===== src/rtl/ps2_host_tx.sv =====
// PS/2 host-to-device command transmitter.
// Drives PS2_CLK/PS2_DAT open-drain via oe pins; reports done/NACK/timeouts.
module ps2_host_tx #(
  parameter int INHIBIT_CYCLES = 6000,
  parameter int START_TIMEOUT  = 750000,
  parameter int XFER_TIMEOUT   = 100000
) (
  input  logic       clk,
  input  logic       reset,
  input  logic [7:0] tx_data,
  input  logic       tx_valid,
  output logic       tx_ready,
  input  logic       ps2_clk_in,
  input  logic       ps2_dat_in,
  output logic       ps2_clk_oe,
  output logic       ps2_dat_oe,
  output logic       busy,
  output logic       rx_inhibit,
  output logic       done,
  output logic       error,
  output logic [1:0] err_code
);

  localparam int TM1 = (INHIBIT_CYCLES > START_TIMEOUT) ?
                       INHIBIT_CYCLES : START_TIMEOUT;
  localparam int TMAX = (TM1 > XFER_TIMEOUT) ? TM1 : XFER_TIMEOUT;
  localparam int TW = $clog2(TMAX + 1);

  localparam logic [TW-1:0] T_INH   = TW'(INHIBIT_CYCLES - 1);
  localparam logic [TW-1:0] T_START = TW'(START_TIMEOUT - 1);
  localparam logic [TW-1:0] T_XFER  = TW'(XFER_TIMEOUT - 1);

  localparam logic [1:0] E_NORESP = 2'b01;
  localparam logic [1:0] E_XFER   = 2'b10;
  localparam logic [1:0] E_NACK   = 2'b11;

  typedef enum logic [2:0] {
    IDLE,
    INHIBIT,
    REQ,
    WAIT_FIRST,
    SHIFT,
    ACK,
    WAIT_IDLE
  } state_t;

  state_t        state, state_d;
  logic [TW-1:0] tmr, tmr_d;
  logic [9:0]    frame, frame_d;
  logic [3:0]    cnt, cnt_d;
  logic          done_d, err_d;
  logic [1:0]    code_d;

  logic [1:0] clk_sync, dat_sync;
  logic       clk_q;
  logic       clk_s, dat_s, fall;
  logic       xfer_to;

  assign clk_s   = clk_sync[1];
  assign dat_s   = dat_sync[1];
  assign fall    = clk_q & ~clk_s;
  assign xfer_to = (tmr == T_XFER);

  always_ff @(posedge clk or negedge reset) begin
    if (!reset) begin
      clk_sync <= 2'b11;
      dat_sync <= 2'b11;
      clk_q    <= 1'b1;
    end else begin
      clk_sync <= {clk_sync[0], ps2_clk_in};
      dat_sync <= {dat_sync[0], ps2_dat_in};
      clk_q    <= clk_sync[1];
    end
  end

  always_comb begin
    state_d = state;
    tmr_d   = (&tmr) ? tmr : tmr + TW'(1);
    frame_d = frame;
    cnt_d   = cnt;
    done_d  = 1'b0;
    err_d   = 1'b0;
    code_d  = err_code;
    unique case (state)
      IDLE: begin
        if (tx_valid) begin
          state_d = INHIBIT;
          tmr_d   = '0;
          frame_d = {1'b1, ~^tx_data, tx_data};
          code_d  = 2'b00;
        end
      end
      INHIBIT: begin
        if (tmr == T_INH) begin
          state_d = REQ;
        end
      end
      REQ: begin
        state_d = WAIT_FIRST;
        tmr_d   = '0;
      end
      WAIT_FIRST: begin
        if (fall) begin
          state_d = SHIFT;
          cnt_d   = 4'd1;
          tmr_d   = '0;
        end else if (tmr == T_START) begin
          state_d = IDLE;
          err_d   = 1'b1;
          code_d  = E_NORESP;
        end
      end
      SHIFT: begin
        if (fall) begin
          frame_d = {1'b1, frame[9:1]};
          cnt_d   = cnt + 4'd1;
          if (cnt == 4'd9) begin
            state_d = ACK;
          end
        end else if (xfer_to) begin
          state_d = IDLE;
          err_d   = 1'b1;
          code_d  = E_XFER;
        end
      end
      ACK: begin
        if (fall) begin
          if (!dat_s) begin
            state_d = WAIT_IDLE;
          end else begin
            state_d = IDLE;
            err_d   = 1'b1;
            code_d  = E_NACK;
          end
        end else if (xfer_to) begin
          state_d = IDLE;
          err_d   = 1'b1;
          code_d  = E_XFER;
        end
      end
      WAIT_IDLE: begin
        if (clk_s && dat_s) begin
          state_d = IDLE;
          done_d  = 1'b1;
        end else if (xfer_to) begin
          state_d = IDLE;
          err_d   = 1'b1;
          code_d  = E_XFER;
        end
      end
      default: state_d = IDLE;
    endcase
  end

  always_ff @(posedge clk or negedge reset) begin
    if (!reset) begin
      state    <= IDLE;
      tmr      <= '0;
      frame    <= '1;
      cnt      <= '0;
      done     <= 1'b0;
      error    <= 1'b0;
      err_code <= 2'b00;
    end else begin
      state    <= state_d;
      tmr      <= tmr_d;
      frame    <= frame_d;
      cnt      <= cnt_d;
      done     <= done_d;
      error    <= err_d;
      err_code <= code_d;
    end
  end

  // Line drive decodes from state so reset releases both pins at once.
  always_comb begin
    ps2_clk_oe = 1'b0;
    ps2_dat_oe = 1'b0;
    unique case (1'b1)
      (state == INHIBIT): ps2_clk_oe = 1'b1;
      (state == REQ): begin
        ps2_clk_oe = 1'b1;
        ps2_dat_oe = 1'b1;
      end
      (state == WAIT_FIRST): ps2_dat_oe = 1'b1;
      (state == SHIFT): ps2_dat_oe = ~frame[0];
      default: ;
    endcase
  end

  assign busy       = (state != IDLE);
  assign rx_inhibit = busy;
  assign tx_ready   = (state == IDLE);

endmodule

===== config.mk =====
export PLATFORM = sky130hd
export DESIGN_NAME = ps2_host_tx
export DESIGN_NICKNAME = d
export VERILOG_FILES = /design/src/rtl/ps2_host_tx.sv
export SDC_FILE = /design/constraint.sdc
export NUM_CORES = 1
export LEC_CHECK = 0
export CORE_UTILIZATION = 30
export DETAILED_ROUTE_END_ITERATION = 8
export HOLD_SLACK_MARGIN = 0.12
export PLACE_DENSITY = 0.57
export SLEW_MARGIN = 20
export SYNTH_ARGS = -nofsm -noshare
export SYNTH_HDL_FRONTEND = slang
export SYNTH_SLANG_ARGS = --single-unit

===== constraint.sdc =====
create_clock -name clk -period 3.2 [get_ports clk]
set_clock_uncertainty 0.15 [all_clocks]
set_input_delay 0.64 -clock clk [delete_from_list [all_inputs] [get_ports clk]]
set_output_delay 0.64 -clock clk [all_outputs]
set_load 0.005 [all_outputs]

==> Word level (Yosys, flattened, before mapping) <==
Cells that the tools add are included.
W data, S select, Z words.
{ "totals": {"romBits": 0, "elab_cells": 92, "output_inout_bits": 9, "inputBits": 13, "ff_bits": 46, "memories": 0, "ram_bits": 0, "latchBits": 0} }
{ "classes": {"bitwise": 3, "n_lt_le_gt_ge": 0, "div": 0, "multipliers": 0, "mux": 42, "add_sub_neg": 2, "eq_ne": 21, "shift": 0, "n_reduce_logical": 14} }
{ "op_table": {"columns": ["cell", "count"], "rows": [
  ["$mux W20", 3],
  ["$pmux W20 S3", 1],
  ["$mux W3", 10],
  ["$pmux W3 S7", 1],
  ["$add A20 B1 Y20 const B", 1],
  ["$eq A20 B13 Y1 const B", 1],
  ["$eq A20 B17 Y1 const B", 1],
  ["$eq A20 B20 Y1 const B", 1],
  ["$mux W10", 2],
  ["$pmux W10 S2", 1],
  ["$reduce_and A20 Y1", 1],
  ["$mux W2", 8],
  ["$ne A2 B2 Y1 const B", 8],
  ["$mux W1", 10],
  ["$pmux W2 S5", 1],
  ["$eq A3 B3 Y1 const B", 3],
  ["$ne A3 B3 Y1 const B", 3],
  ["$mux W4", 2],
  ["$pmux W4 S2", 1],
  ["$reduce_xnor A8 Y1", 1],
  ["$reduce_and A7 Y1", 1],
  ["$eq A3 B2 Y1 const B", 2],
  ["$reduce_and A3 Y1", 2],
  ["$reduce_bool A5 Y1", 1],
  ["other kinds (13)", 16]
]} }

==> Logic depth before layout (Yosys ltp) <==
Gate-level depths: netlist (run 1).
{ "logic_depth": {"word_depth": 4, "depth_mapped": 7, "ltp_nobuf": 6} }

==> Worst setup path after synthesis (run 1) <==
No wires, ideal clock.
{ "synth_path": {"kind": "reg2reg", "from": "register tmr[0]", "to": "register err_code[0]", "arrival_ns": 1.678, "path_buffers": 0, "setup_time_ns": 0.124, "path_slack_ns": 1.248, "path_stages_with_launch": 7, "required_time_ns": 2.926, "synth_period_minus_slack_ns": 1.952, "path_cell_list": "dfrtp_1 > ha_1 > nand3_1 > nor4b_2 > a41oi_1 > and3_1 > a211o_1"} }
{ "synth_between": {"elab_chain_len": 4, "word_cells_on_any_way": 9, "cone_classes": "eq/ne: 3; mux: 5; reduce/logical: 1"} }
{ "synth_lines": {"columns": ["item", "line_no", "text"], "rows": [
  ["start: declaration", "48", "logic [TW-1:0] tmr, tmr_d;"],
  ["start signal: assignment", "166", "tmr <= tmr_d;"],
  ["$eq A20 B17 Y1", "62", "assign xfer_to = (tmr == T_XFER);"],
  ["$mux W2", null, null],
  ["$mux W2 (on tied branches)", null, null],
  ["$pmux W2 S5", null, null],
  ["end signal: assignment", "171", "err_code <= code_d;"],
  ["end: declaration", "21", "output logic [1:0] err_code"]
]} }
Parallel ways exist; a longest one is shown, timed or not. The select of a mux whose other input is x is not followed.
A chain may end at the register's enable or synchronous reset.

==> Worst setup path in the final report (run 1) <==
{ "layout_path": {"from": "register state[0]", "to": "output tx_ready"} }
{ "layout_between": {"elab_chain_len": 1} }
{ "layout_lines": {"columns": ["item", "line_no", "text"], "rows": [
  ["start: declaration", "47", "state_t state, state_d;"],
  ["start signal: assignment", "165", "state <= state_d;"],
  ["$logic_not A3 Y1", "193", "assign tx_ready = (state == IDLE);"],
  ["end: declaration", "12", "output logic tx_ready,"]
]} }
No other way between the ends.

==> run_results.csv, run 1 <==
group,metric,value,unit
clock_network,cts_root_buf,"clkbuf_8",
clock_network,path_clk_slew,0.09,ns
route,drc_errors,0,
critical_path,ff2ff_path_depth,6,
timing,rsz0062_at_grt,"false",
route,wire_per_inst,13.7,um
clock_network,cts_buffers,5,
power,power.share.switching,35.9,%
die,die-area,0.00916,mm2
route,viasPerCell,5.22,
synth,synth_xor_xnor_area_share,7.31,%
synth,synth_compound_area_share,16.3,%
placed_design,portBuffers,21,
route,drt-total-wl,5.47,mm
grt,grt_max_degree,46,
critical_path,worstPathRequired,2.41,ns
clock_network,cts_buffer_depth,2,
synth,yosysWarnings,0,
synth,ys_top_cells_by_area,"dfrtp_1, dfstp_2, xnor2_1",
critical_path,end_kind,"primary output",
timing,hold_viol_final,0,
clock_network,cts_tree,"built",
timing,fmax,0.367,GHz
grt,grt_pass1_wl,9.52,mm
die,coreArea,0.00834,mm2
timing,slew_viol_final,0,
die,start_util,31.6,%
synth,synth_area,0.00264,mm2
power,peakVddDrop,0.000176,V
route,first_pass_iters,4,
synth,syn_nets,294,
power,p_int,1.19,mW
cells_and_area,syn2layout_area_growth,14.2,%
clock_network,cts.sinks,45,
route,num_vias,2088,
die,num_io_pins,22,
critical_path,critical_path.max_fanout,19,
die,die_y,95.7,um
clock_network,clk_latency,0.30,ns
critical_path,r2r_start,"tmr[0]$_DFF_PN0_",
power,p_leak,1.13,nW
placed_design,dpl.hpwl,3.92,mm
synth,synth-seq-cells,45,
clock_network,cts_hold_buf,0,
cells_and_area,diodes,0,
power,power_switching,0.666,mW
synth,yosys.area_share.simple,23.6,%
power,pwr-share-clk,19.5,%
timing,period_share,85.1,%
synth,avgSynthCellArea,9.48,um2
clock_network,cts.repair.resized,0,
synth,synthMuxAreaShare,3.47,%
worst_hold_path,hold_class,"in -> async",
die,rows,33,
placed_design,place_congestion,0.782,
critical_path,reg2reg_slack,0.97,ns
timing,max_slew_margin,39.9,%
synth,synth_top_family_by_area,"simple AND/OR/NAND/NOR gates",
power,p_total,1.85,mW
critical_path,crit_arrival,1.93,ns
cells_and_area,final_nets,310,
die,fp.dieW,95.7,um
cells_and_area,layout-drive-gt1-share,14.9,%
synth,yosysUniqueCellTypes,58,
grt,grt_usage,13.4,%
synth,synth_cells,278,
cells_and_area,postLayoutCellArea,0.00301,mm2
critical_path,crit_path_start,"state[0]$_DFFE_PN0P_",
run,cap_viol_max_count,0,
grt,overflow,0,
power,power_density,616,mW/mm2
power,pwr-share-comb,34.7,%
grt,grt_pass1_vias,2013,
synth,netlist.top_cell.by_area,"dfrtp_1",
critical_path,crit_type,"reg -> out",
critical_path,r2r-end,"err_code[0]$_DFFE_PN0P_",
grt,antenna_found_initial,0,
synth,ys_seq_area_share,43.4,%
route,drtIter0Drc,134,
clock_network,cts_setup_buffers,0,
placed_design,dpl_cell_area,0.00292,mm2
timing,tightest_slew,0.894,ns
timing,period_needed,2.72,ns
synth,synth_top_area_share,29.4,%
synth,ys_async_sr_fraction,100,%
synth,synth_edf_count,0,
timing,setup_viol,0,
power,seqPwrFrac,45.8,%
timing,final.setup.tns,0,ns
clock_network,htreeDepth,2,
synth,synth_top_flop_cell,"dfrtp_1",
route,ant_nets,0,
critical_path,startpoint_type,"flip-flop",
synth,synthAdderAreaFrac,1.42,%
critical_path,crit_end,"tx_ready",
outcome,status,"finished clean",
==> routing by layer <==
metal / routed length [um] / up-vias / track usage (%) / share of wire, %
met5: 0 / - / 0 / 0
met4: 90 / 0 / 5.60 / 1.6
met3: 187 / 6 / 1.74 / 3.4
met2: 2480 / 45 / 21.2 / 45
met1: 2710 / 992 / 18.4 / 49
li1: - / 1045 / - / -
==> how the worst min path moves through the flow <==
| stage | startpoint | slack [ns] | endpoint | depth (start not counted) |
|---|---|---|---|---|
| finish | reset | 0.17 | tmr[4]$_DFF_PN0_ | 1 |
| CTS | clk_sync[0]$_DFF_PN1_ | 0.21 | clk_sync[1]$_DFF_PN1_ | 0 |
| global route | reset | 0.22 | tmr[4]$_DFF_PN0_ | 1 |
| detailed placement | clk_sync[0]$_DFF_PN1_ | 0.20 | clk_sync[1]$_DFF_PN1_ | 0 |
| global placement | clk_sync[0]$_DFF_PN1_ | 0.20 | clk_sync[1]$_DFF_PN1_ | 0 |
| floorplan | reset | 0.19 | cnt[0]$_DFFE_PN0P_ | 0 |
==> cell usage in the layout (no fill, tap or decap), types with 5 or more instances in the layout <==
| master | n |
|---|---|
| dfrtp_1 | 31 |
| nand2_1 | 27 |
| nor2_1 | 25 |
| clkdlybuf4s50_1 | 20 |
| xnor2_1 | 15 |
| a21oi_1 | 14 |
| o21ai_0 | 14 |
| dfstp_2 | 14 |
| nor3_1 | 10 |
| mux2i_1 | 8 |
| nand3_1 | 7 |
| xor2_1 | 7 |
| and3_1 | 6 |
| inv_1 | 6 |
| buf_4 | 6 |
| and4_1 | 5 |
| a31oi_1 | 5 |
| a211oi_1 | 5 |
| clkbuf_8 | 5 |
==> power groups by stage <==
| stage | sequential (mW) | clock (mW) | combinational, mW |
|---|---|---|---|
| floorplan | 0.778 | 0 | 0.508 |
| global placement | 0.854 | 0 | 0.640 |
| detailed placement | 0.860 | 0 | 0.653 |
| CTS | 0.849 | 0.377 | 0.654 |
| global route | 0.878 | 0.402 | 0.731 |
| finish | 0.849 | 0.362 | 0.644 |
==> synthesized netlist by cell type, drive strengths merged (3+ instances only) <==
master	instances
nor2b	3
inv	6
a21oi	14
xor2	7
and4	5
or4	3
dfstp	14
nor3	10
o21bai	4
a211oi	6
mux2i	8
a31oi	5
o21ai	17
nand2	27
ha	3
buf	12
and3	9
nor2	27
nand3	10
xnor2	15
clkbuf	5
nand3b	4
dfrtp	31
nor4	4
nand4	4
==> flip-flops by register name, indices dropped and copies added, names as in the netlist <==
signal	flops
state	3
dat_sync	2
done	1
cnt	4
err_code	2
clk_sync	2
error	1
frame	9
tmr	20
clk_q	1
==> cell type report <==
class                      instances  area, um2
clock buffer                       5       68.8
clock inverter                     3       20.0
fill                             868       5330
inverter                           6       22.5
multi-input combinational        210       1380
sequential                        45       1140
tap                              105        131
timing repair buffer              26        245
==> through the flow <==
step                      worst slack (ns)  hold slack, ns  util, %  cells
after floorplan                       1.25           0.194        -    278
after global placement               0.800           0.197     35.0    392
after detailed placement             0.772           0.200     35.0    392
after CTS                            0.452           0.213     36.0    400
after global routing                 0.276           0.217     36.1    400
final                                0.477           0.172     36.1    400
==> worst max-delay path, cell delays in order (launching register included) <==
cell,delay [ns]
dfrtp_1,0.59
nor3_1,0.45
clkdlybuf4s50_1,0.58
==> cells by family (layout without fill, tap and decap cells) <==
logic type | Yosys count | after routing
AND/OR/NAND/NOR | 113 | 113
XOR/XNOR | 22 | 22
AO/OA/AOI/OAI | 63 | 63
multiplexers | 9 | 9
buffers and inverters | 23 | 40
flip-flops | 45 | 45
adder cells (fa/ha/maj) | 3 | 3
Note: power is estimated with default switching activity, not from simulation.
==> inputs of run 2 (changes only) <==
--- a/config.mk
+++ b/config.mk
@@ -9,6 +9,7 @@
 export DETAILED_ROUTE_END_ITERATION = 8
 export HOLD_SLACK_MARGIN = 0.12
 export PLACE_DENSITY = 0.57
+export REMOVE_ABC_BUFFERS = 1
 export SLEW_MARGIN = 20
 export SYNTH_ARGS = -nofsm -noshare
 export SYNTH_HDL_FRONTEND = slang
==> run 2 against run 1 <==
Critical path depth stayed put; hold slack better by 0.013 ns; wire length fell by 1.8%; sequential power grew 2%; final cell count decreased by 0.25%; highest routed layer unchanged; flip-flop and latch count stayed put; first-iteration DRC count shrank 28%; maximum frequency shrank 1.2%.
==> run_results.csv, run 2 (same netlist as run 1, synthesis figures left out) <==
group,metric,value,unit
timing,setup_viol,0,
clock_network,cts_buffers,5,
route,num_vias,2063,
cells_and_area,mostFrequentLayoutCell,"dfrtp_1",
clock_network,cts_root_buf,"clkbuf_8",
timing,hold_viol_final,0,
grt,grt_usage,12.9,%
grt,grt_pass1_wl,9.31,mm
grt,grt_pass1_vias,1976,
clock_network,cts_tree,"built",
die,start_util,31.6,%
grt,grt_util_met2,21.0,%
placed_design,portBuffers,21,
cells_and_area,regMostFlops,"tmr",
route,first_pass_iters,4,
clock_network,path_clk_slew,0.09,ns
cells_and_area,layout-drive-gt1-share,14.6,%
cells_and_area,reg_top3,"tmr: 20 flops, frame: 9 flops, cnt: 4 flops",
clock_network,cts_buffer_depth,2,
cells_and_area,largest_register_ff_count,20,
cells_and_area,final_cell_mix,"dfrtp_1, nand2_1, nor2_1, clkdlybuf4s50_1, xnor2_1",
power,power_density,635,mW/mm2
critical_path,crit_arrival,1.97,ns
grt,grt_max_degree,46,
grt,antenna_found_initial,0,
die,die-area,0.00916,mm2
clock_network,htreeDepth,2,
critical_path,startpoint_type,"flip-flop",
route,viasPerCell,5.17,
cells_and_area,fillers,850,
critical_path,crit_type,"reg -> out",
route,drc_errors,0,
run,cap_viol_max_count,0,
route,ant_nets,0,
worst_hold_path,hold_class,"in -> async",
timing,fmax,0.363,GHz
die,num_io_pins,22,
grt,use_met1,17.5,%
placed_design,dpl.hpwl,3.78,mm
route,drt-total-wl,5.37,mm
clock_network,clk_latency,0.30,ns
timing,tightest_slew,0.799,ns
cells_and_area,postLayoutCellArea,0.00304,mm2
clock_network,cts.sinks,45,
critical_path,slowest_delay,0.59,ns
route,wire_per_inst,13.5,um
placed_design,dpl_cell_area,0.00291,mm2
cells_and_area,multi_input_area,0.00138,mm2
critical_path,worstPathRequired,2.41,ns
clock_network,cts.repair.resized,0,
timing,period_needed,2.76,ns
outcome,status,"finished clean",
clock_network,cts_hold_buf,0,
cells_and_area,seq_area,0.00114,mm2
critical_path,end_kind,"primary output",
cells_and_area,final_nets,309,
power,peakVddDrop,0.000212,V
grt,grtUsageMet3,1.97,%
placed_design,place_congestion,0.830,
timing,max_slew_margin,46.3,%
die,fp.dieW,95.7,um
timing,slew_viol_final,0,
die,coreArea,0.00834,mm2
critical_path,critical_path.max_fanout,19,
route,drtIter0Drc,96,
timing,rsz0062_at_grt,"false",
grt,overflow,0,
timing,period_share,86.1,%
die,rows,33,
power,p_leak,1.14,nW
die,die_y,95.7,um
cells_and_area,diodes,0,
clock_network,cts_setup_buffers,0,
critical_path,cp_cell_sequence,"nor3_1 > clkdlybuf4s50_1",
cells_and_area,syn2layout_area_growth,15.2,%
timing,final.setup.tns,0,ns
cells_and_area,fin_util,36.4,%
grt,top_usage_layer,"met2",
critical_path,slowest_stage,"dfrtp_1",
-- run 2: cell count changes in the layout (fill, tap and decap cells not counted) --
cell | previous run | this run
clkbuf_16 | 0 | 2
inv_4 | 1 | 0
buf_4 | 6 | 5
inv_6 | 1 | 0
-- run 2: worst paths after layout --
check                                       from                       to  slack [ns]  cells after the start
min reg2reg                clk_sync[0]$_DFF_PN1_    clk_sync[1]$_DFF_PN1_        0.21                      0
max                         state[0]$_DFFE_PN0P_                 tx_ready        0.44                      2
max in group asynchronous                  reset  err_code[1]$_DFFE_PN0P_        2.34                      1
max reg2reg                     tmr[0]$_DFF_PN0_  err_code[0]$_DFFE_PN0P_        1.01                      6
min                                        reset          error$_DFF_PN0_        0.18                      1
min in group clk           clk_sync[0]$_DFF_PN1_    clk_sync[1]$_DFF_PN1_        0.21                      0
-- run 2: critical path, delay by kind of cell (launching register included) --
family / cells / cell delay [ns]
buffers and inverters: 1 / 0.59
and+or+nand+nor: 1 / 0.48
DFF: 1 / 0.59
-- run 2: per-stage QoR --
stage	worst slack [ns]	hold WS, ns	power [mW]	cells
final	0.444	0.185	1.93	399
after global routing	0.374	0.216	2.08	399
after CTS	0.437	0.212	1.96	399
after detailed placement	0.775	0.198	1.50	391
after global placement	0.793	0.197	1.49	391
after floorplan	0.458	0.194	1.23	261
-- run 2: power breakdown --
group          internal (mW)  switching, mW
registers              0.715          0.149
clock network          0.248          0.200
logic                  0.311          0.305
total                   1.27          0.654
-- run 2: cell type report --
class	instances	share of cell area [%]
multi-input cells	210	45.4
well taps	105	4.33
repair buffers	25	7.83
flip-flops and latches	45	37.7
clock buffers	7	3.91
inverters	6	0.742
clock inverters	1	0.165
-- run 2: per-layer routing --
layer | up-vias | part of all wire, %
li1 | 1038 | -
met1 | 987 | 50
met2 | 33 | 46
met3 | 5 | 2.8
met4 | 0 | 1.2
met5 | - | 0
